==> src/rtl/ahb_ram_bridge.sv <==
// One-outstanding-request bridge from the CPU bus interface to a single-port synchronous RAM.
// Optional macro RAND_DELAY_EN replaces the fixed DELAY with a pseudo-random delay taken from an LFSR.
module ahb_ram_bridge #(
   parameter int ADDR_W = 16,
   parameter int DELAY  = 0
) (
   input  logic              clk,
   input  logic              rst,
   input  logic              req,
   input  logic [31:0]       addr,
   input  logic [31:0]       din,
   input  logic              wr,
   input  logic [3:0]        ben,
   output logic              addr_ok,
   output logic              data_ok,
   output logic [31:0]       dout,
   output logic              ram_en,
   output logic [3:0]        ram_wen,
   output logic [ADDR_W-1:0] ram_addr,
   output logic [31:0]       ram_wdata,
   input  logic [31:0]       ram_rdata
);

   typedef enum logic [1:0] {S_IDLE, S_WAIT, S_ACCESS, S_RESP} state_t;

   state_t            state_q, state_d;
   logic [3:0]        cnt_q, cnt_d;
   logic [ADDR_W-1:0] addr_q, addr_d;
   logic [31:0]       din_q, din_d;
   logic              wr_q, wr_d;
   logic [3:0]        ben_q, ben_d;
   logic [3:0]        dly;

   // Byte-offset and above-RAM address bits are deliberately ignored (addresses alias).
   logic unused_addr_bits;
   assign unused_addr_bits = ^{addr[31:ADDR_W+2], addr[1:0]};

`ifdef RAND_DELAY_EN
   logic [7:0] lfsr_q, lfsr_d;

   always_comb begin
      lfsr_d = {lfsr_q[6:0], lfsr_q[7] ^ lfsr_q[5] ^ lfsr_q[4] ^ lfsr_q[3]};
   end

   always_ff @(posedge clk) begin
      if (rst) lfsr_q <= 8'h01;
      else     lfsr_q <= lfsr_d;
   end

   assign dly = lfsr_q[3:0];
`else
   assign dly = 4'(DELAY);
`endif

   always_comb begin
      state_d = state_q;
      cnt_d   = cnt_q;
      addr_d  = addr_q;
      din_d   = din_q;
      wr_d    = wr_q;
      ben_d   = ben_q;
      case (state_q)
         S_IDLE: begin
            if (req) begin
               addr_d = addr[ADDR_W+1:2];
               din_d  = din;
               wr_d   = wr;
               ben_d  = ben;
               if (dly != 4'd0) begin
                  state_d = S_WAIT;
                  cnt_d   = dly - 4'd1;
               end else begin
                  state_d = S_ACCESS;
               end
            end
         end
         S_WAIT: begin
            // Dropping req while still waiting is an upstream flush: abandon silently.
            if (!req)                state_d = S_IDLE;
            else if (cnt_q == 4'd0)  state_d = S_ACCESS;
            else                     cnt_d   = cnt_q - 4'd1;
         end
         S_ACCESS: state_d = S_RESP;
         S_RESP:   state_d = S_IDLE;
         default:  state_d = S_IDLE;
      endcase
   end

   always_ff @(posedge clk) begin
      if (rst) begin
         state_q <= S_IDLE;
         cnt_q   <= 4'd0;
         addr_q  <= '0;
         din_q   <= '0;
         wr_q    <= 1'b0;
         ben_q   <= 4'd0;
      end else begin
         state_q <= state_d;
         cnt_q   <= cnt_d;
         addr_q  <= addr_d;
         din_q   <= din_d;
         wr_q    <= wr_d;
         ben_q   <= ben_d;
      end
   end

   // Reset forces every output low so a write caught in ACCESS never reaches the RAM.
   always_comb begin
      addr_ok   = 1'b0;
      data_ok   = 1'b0;
      dout      = '0;
      ram_en    = 1'b0;
      ram_wen   = 4'd0;
      ram_addr  = '0;
      ram_wdata = '0;
      if (!rst) begin
         ram_addr  = addr_q;
         ram_wdata = din_q;
         case (state_q)
            S_IDLE:   addr_ok = 1'b1;
            S_ACCESS: begin
               ram_en  = 1'b1;
               ram_wen = ben_q & {4{wr_q}};
            end
            S_RESP: begin
               data_ok = 1'b1;
               dout    = wr_q ? 32'd0 : ram_rdata;
            end
            default: ;
         endcase
      end
   end

endmodule

==> config.mk <==
export PLATFORM = sky130hd
export DESIGN_NAME = ahb_ram_bridge
export DESIGN_NICKNAME = d
export VERILOG_FILES = /design/src/rtl/ahb_ram_bridge.sv
export SDC_FILE = /design/constraint.sdc
export NUM_CORES = 1
export LEC_CHECK = 0
export CELL_PAD_IN_SITES_DETAIL_PLACEMENT = 0
export CELL_PAD_IN_SITES_GLOBAL_PLACEMENT = 1
export CORE_MARGIN = 1
export CORE_UTILIZATION = 24
export CTS_BUF_LIST = sky130_fd_sc_hd__clkbuf_8
export DETAILED_ROUTE_END_ITERATION = 12
export PLACE_DENSITY_LB_ADDON = 0.1
export SLEW_MARGIN = 20
export SYNTH_ARGS = -nofsm -noshare
export SYNTH_HDL_FRONTEND = slang
export SYNTH_SLANG_ARGS = --single-unit
==> constraint.sdc <==
create_clock -name clk -period 2 [get_ports clk]
set_input_delay 0.6 -clock clk [delete_from_list [all_inputs] [get_ports clk]]
set_output_delay 0.6 -clock clk [all_outputs]
set_load 0.01 [all_outputs]
# Word-level counts from Yosys, hierarchy flattened
# Cells that the tools add are included.
[totals]
register_bits = 59
in_bits = 104
wordCells = 36
[classes]
n_reduce_logical = 5
n_addsub = 1
mux = 17
n_eq_ne = 5
n_bitwise = 2
[ops]
columns = ["operator", "count"]
rows = [
  ["32-bit two-way mux", 4],
  ["16-bit two-way mux", 1],
  ["4-bit two-way mux", 2],
  ["2-bit one-hot mux with 4 select lines", 1],
  ["1-bit two-way mux", 6],
  ["2-bit two-way mux", 3],
  ["4-bit AND", 1],
  ["2-bit == test, second input constant", 2],
  ["4-bit zero test", 1],
  ["2-bit AND reduction", 2],
  ["4-bit by 1-bit subtractor with 4-bit output, second input constant", 1],
  ["3-bit != test, second input constant", 1],
  ["3-bit AND reduction", 1],
  ["2-bit by 1-bit == test with 1-bit output, second input constant", 1],
  ["2-bit zero test", 1],
  ["2-bit != test, second input constant", 1],
  ["1-bit inverter", 1],
]

# Longest topological paths before layout
# Gate-level depths: netlist of run 1.
[depth]
word_depth = 4
depth_mapped = 5
ltp_nobuf = 5

# Least setup slack after synthesis of run 1
# Ideal clock, no wire load.
[synth_path]
kind = "input to output"
from = "input port rst"
to = "output port ram_wen[0]"
cell_stages = 3
path_slack_ps = -187
arrival_time_ps = 1587
required_ps = 1400
path_buffers = 1
cell_sequence = "buf_2 -> nor3b_1 -> and3_1"
[synth_between]
elab_chain_len = 1
[synth_rtl]
columns = ["element", "line_no", "rtl"]
rows = [
  ["from (decl)", "8", "input logic rst,"],
  ["4-bit two-way mux", "116", "if (!rst) begin"],
  ["to (decl)", "18", "output logic [3:0] ram_wen,"],
]
# No other way between the ends.

# Final worst setup path of run 1
[layout_path]
from = "input port rst"
to = "output port dout[20]"
[layout_between]
elab_chain_len = 1
[layout_rtl]
columns = ["element", "line_no", "rtl"]
rows = [
  ["32-bit two-way mux", "116", ""],
  ["to (decl)", "16", "output logic [31:0] dout,"],
]
# No other way between the ends.

==> impl_metrics.toml, run 1 <==
[outcome]
status = "complete, but fails checks"
violations = "negative setup slack"

[synthesis]
synthSimpleGateAreaFrac = 0.387
synth_mux_area_frac = 0
synthAdderAreaFrac = 0.00461
synth-xor-area-share = 0
synth_compound_area_frac = 0.116
synth-edff-count = 0
yosysSeqAreaShare = 0.435
ys.flop_type = "dfxtp_1"
synth_warnings = 0
synth_seq_cells = 59
synthesis.area_um2 = 2710
syn-instance-count = 357
yosysUniqueCellTypes = 25
synth_top_family_by_area = "simple AND/OR/NAND/NOR gates"
async_flop_share = 0
syn_area_per_cell_um2 = 7.60
synth_nets = 462

[die]
core_area_um2 = 10900
dieArea_um2 = 11700
num_rows = 38
start_util = 0.248
io_pins = 191
fp.dieH_um = 108
fp.dieW_um = 108

[timing]
drv_slew = 0
rsz0062_at_grt = "true"
setup_slack_ns = -0.204
worst_pin_slew_ns = 0.754
finalClockSkew_ns = 0.0103
finalHoldViolations = 0
slew_headroom = 0.496
setup_violations = 34
period_needed_ns = 2.20
min_period_over_period = 1.10
max_freq_ghz = 0.454
tns_ns = -4.66

[global_routing]
grt_usage = 0.154
grt_pass1_wl_um = 14000
grt_overflow = 0
grt_pass1_vias = 2866
grt_max_degree = 39
antenna_found_initial = 0

[drt]
drc = 0
drtAntennaViolNets = 0
routed_wirelength_um = 9150
drtIter0Drc = 91
wl_per_cell_um = 13.2
num_vias = 2992
firstDrtPassIters = 4
viasPerCell = 4.31

[clocking]
cts_tree = "yes"
cts_root_buf = "clkbuf_8"
holdBufCountCts = 0
clockBufferDepth = 2
cts.sinks = 59
cts_buffers = 9
cts.clk_slew.worst_paths_ns = 0.07
h-tree-depth = 3
insertion_delay_ns = 0.34

[setup_path]
crit_family = "simple AND/OR/NAND/NOR gates"
critPathKind = "input pin to primary output"
path_buf_inv = 4
slowest_stage = "and3b_2"
arrival_ns = 1.60
reg2reg_depth = 5
critPathLaunchType = "input pin"
worstPathMaxFanout = 8
cp-end-kind = "primary output"
cp.depth = 7
crit_required_ns = 1.40
cp_cell_sequence = "buf_8, and3b_2, and2b_4, buf_12, buf_16, and2_4, buf_6"
slowest_delay_ns = 0.23

[cells_and_area]
fin_nets = 654
num_antenna_cells = 0
drive_gt1_frac = 0.318
fin_area_um2 = 5150
area_growth_pct = 89.7

[power_and_ir_drop]
vdd_drop_max_uv = 341
p_per_area_nw_per_um2 = 590
p_leak_nw = 2.26

[placed_design]
dpl.hpwl_um = 6160
placed_area_um2 = 4730
portBuffers = 174
pre_cts_slack_ns = -0.598
place.gp.congestion = 0.681

[hold_path]
holdPathStages = 2
min_path_type = "flop to flop"

[flow_run]
cap_viol_max_count = 0
## power breakdown
| part | switching, mW | internal [mW] | leakage (nW) |
|---|---|---|---|
| registers | 0.0329 | 1.26 | 0.484 |
| logic | 0.281 | 0.396 | 1.69 |
| clock network | 0.497 | 0.570 | 0.0950 |
| total | 0.811 | 2.22 | 2.26 |
## logic make-up after synthesis
family          Yosys count
compound gates           62
fa+ha+maj                 1
buf+inv                  29
flops                    59
simple gates            206
## cell usage in the layout, fill, tap and decap left out, drive strengths merged, types with 4 or more instances in the layout
master	instances
a21oi	57
and2	32
and3	4
buf	102
clkbuf	11
clkdlybuf4s50	86
clkinv	4
dfxtp	59
dlygate4sd2	13
nand2	106
nor2b	48
nor3b	4
o21ai	4
## layer usage
layer / global-route usage / vias up / wire [um]
met5: 0 / - / 0
met4: 0.0463 / 0 / 84
met3: 0.0536 / 7 / 859
met2: 0.274 / 119 / 4470
met1: 0.172 / 1336 / 3740
li1: - / 1530 / -
## synth_stat cells, types with 2 or more instances
library cell | number | share of area
or3_2 | 2 | 0.0055
inv_1 | 3 | 0.0042
nor3_1 | 2 | 0.0037
or4_1 | 2 | 0.0055
o21ai_0 | 4 | 0.0074
clkbuf_1 | 11 | 0.015
dfxtp_1 | 59 | 0.44
nor3b_1 | 3 | 0.0083
buf_2 | 7 | 0.013
buf_6 | 5 | 0.021
and2_1 | 32 | 0.074
buf_1 | 3 | 0.0042
nand2_1 | 106 | 0.15
a21oi_1 | 57 | 0.11
nor2b_1 | 48 | 0.11
and3_1 | 4 | 0.0092
## worst min-delay path, cell delays in order, from the launching register on
cell and delay (ns):
dfxtp_1 0.31, nand2_1 0.05, a21oi_1 0.05
## sequential cells by signal (all words and copies together), names as in the netlist
signal	cells
din_q	32
addr_q	16
ben_q	4
cnt_q	4
state_q	2
wr_q	1
## final cells by class
cell class	count	area (um^2)
clock buffer	9	124
multi-input combinational	269	1510
fill	1118	5790
clock inverter	7	68.8
sequential	59	1180
inverter	3	11.3
timing repair buffer	207	2070
tap	140	175
## worst paths after layout
kind / to / slack [ns] / startpoint
hold reg to reg: addr_q[2] / 0.45 / addr_q[2]
setup / recovery: dout[20] / -0.20 / rst
hold / removal: addr_q[2] / 0.45 / addr_q[2]
setup reg to reg: state_q[0] / 0.33 / cnt_q[0]
## per-stage QoR
stage	total power, mW	util	hold slack (ns)	instances
CTS	3.08	0.453	0.449	692
global placement	1.96	0.432	0.433	668
global route	3.22	0.471	0.465	694
finish	3.03	0.471	0.447	694
detailed placement	1.97	0.432	0.440	668
floorplan	1.60	-	0.432	357
## what timing repair did
action	CTS	global route
setup endpoints to repair	87	45
gates resized for setup	351	46
buffers inserted	4	2
endpoints found under the hold margin	0	0
pin swaps	35	7
cloned	6	1
(Power assumes the default switching activity.)
==> run 2: changes to the inputs <==
Settings changed: PLACE_DENSITY set to 0.8, PLACE_DENSITY_LB_ADDON 0.1 to not set.
==> impl_metrics.toml, run 2 (synthesis results as in run 1) <==
[setup_path]
regToRegSetupSlack_ns = 0.37
critPathKind = "input pin to primary output"
reg2reg_depth = 5
cp_cell_sequence = "buf_6, and3b_2, and2b_4, buf_6, and2_1, buf_2"
arrival_ns = 1.53
crit_required_ns = 1.40
path_buf_inv = 3
slowest_stage = "and3b_2"
timing.rr.start = "cnt_q[0]"
reg2reg_to = "state_q[0]"
crit_family = "simple AND/OR/NAND/NOR gates"
worstPathMaxFanout = 10
cp_common_cell = "buf_6"
slowest_delay_ns = 0.23
critPathLaunchType = "input pin"
cp-end-kind = "primary output"

[drt]
viasPerCell = 4.42
routed_wirelength_um = 9190
wl_per_cell_um = 13.3
drc = 0
drtAntennaViolNets = 0
firstDrtPassIters = 4
num_vias = 3065
drtIter0Drc = 76

[global_routing]
grt_use_met1 = 0.158
met2_usage = 0.254
antenna_found_initial = 0
grt_max_degree = 45
grt_pass1_wl_um = 13300
grt-busiest-layer = "met2"
grt_pass1_vias = 2859
grt_usage = 0.144
grt_use_met3 = 0.0573
grt_overflow = 0

[clocking]
holdBufCountCts = 0
cts_tree = "yes"
h-tree-depth = 3
insertion_delay_ns = 0.34
cts_root_buf = "clkbuf_8"
clockBufferDepth = 2
cts.clk_slew.worst_paths_ns = 0.08
cts_buffers = 9
cts.sinks = 59

[flow_run]
cap_viol_max_count = 0

[timing]
setup_violations = 36
finalHoldViolations = 0
drv_slew = 0
rsz0062_at_grt = "true"
period_needed_ns = 2.13
max_freq_ghz = 0.468
tns_ns = -3.95
worst_pin_slew_ns = 0.715
setup_slack_ns = -0.135
slew_headroom = 0.522
min_period_over_period = 1.07
finalClockSkew_ns = 0.0103

[die]
num_rows = 38
dieArea_um2 = 11700
io_pins = 191
fp.dieW_um = 108
core_area_um2 = 10900
fp.dieH_um = 108
start_util = 0.248

[placed_design]
portBuffers = 174
dpl.hpwl_um = 6000
place.gp.congestion = 0.706
pre_cts_slack_ns = -0.589

[outcome]
violations = "negative setup slack"
status = "complete, but fails checks"

[cells_and_area]
final_common_cell = "nand2_1"
drive_gt1_frac = 0.311
regMostFlops = "din_q"
largest_reg_flops = 32
area_growth_pct = 87.7
fin_nets = 653
final_cell_mix = "nand2_1 (106), clkdlybuf4s50_1 (86), a21oi_1 (57), dfxtp_1 (57), buf_2 (40)"
num_antenna_cells = 0
reg_top3 = "din_q (32), addr_q (16)"

[power_and_ir_drop]
finalPower_mw = 3.34
vdd_drop_max_uv = 361
p_per_area_nw_per_um2 = 656
p_leak_nw = 2.18

[hold_path]
holdPathStages = 2
worstHoldStart = "din_q[30]"
hold_path_end = "din_q[30]"
min_path_type = "flop to flop"
run 2: worst min-delay path, cell delays in order, from the launching register on:
cell and delay, ns:
dfxtp_1 0.31, nand2_1 0.05, a21oi_1 0.05
run 2: final cells by class:
type                       count  area (um^2)
fill                        1110         5840
inverter                       3         11.3
clock buffer                  10          138
sequential                    59         1180
timing repair buffer         206         1960
multi-input combinational    269         1510
clock inverter                 6          111
tap                          140          175
run 2: what timing repair did:
item / CTS / global route
resized for setup: 311 / 73
endpoints found under the setup margin: 87 / 71
buffers inserted: 5 / 8
pin swaps: 3 / 13
cloned: 2 / 4
run 2: how the worst max path moves through the flow:
stage                       endpoint  startpoint  cells past startpoint
after global routing        dout[18]         rst                      6
after floorplan             dout[10]         rst                      4
after CTS                    dout[6]         rst                      6
after global placement    ram_wen[1]         rst                      5
after detailed placement  ram_wen[1]         rst                      5
final                       dout[17]         rst                      6
run 2: where the power goes:
group | switching, mW | internal [mW]
sequential | 0.0361 | 1.26
combinational | 0.288 | 0.404
clock | 0.490 | 0.864
run 2: routing by layer:
metal	wire length, um	vias to the layer above
li1	-	1525
met1	3760	1398
met2	4420	132
met3	913	10
met4	92	0
met5	0	-
run 2: through the flow:
stage	hold slack (ns)	instance area, um^2	util	instances
6_report	0.448	5090	0.466	693
2_1_floorplan	0.432	2720	-	357
3_3_place_gp	0.437	4690	0.429	661
3_5_place_dp	0.442	4690	0.429	661
5_1_grt	0.472	5090	0.466	693
4_1_cts	0.453	4880	0.447	684
==> run 3: changes to the inputs <==
Settings changed: CTS_CLUSTER_SIZE set to 10.
==> results of run 3 <==
Same layout as run 2: the final DEF is identical, and so are final timing and power.
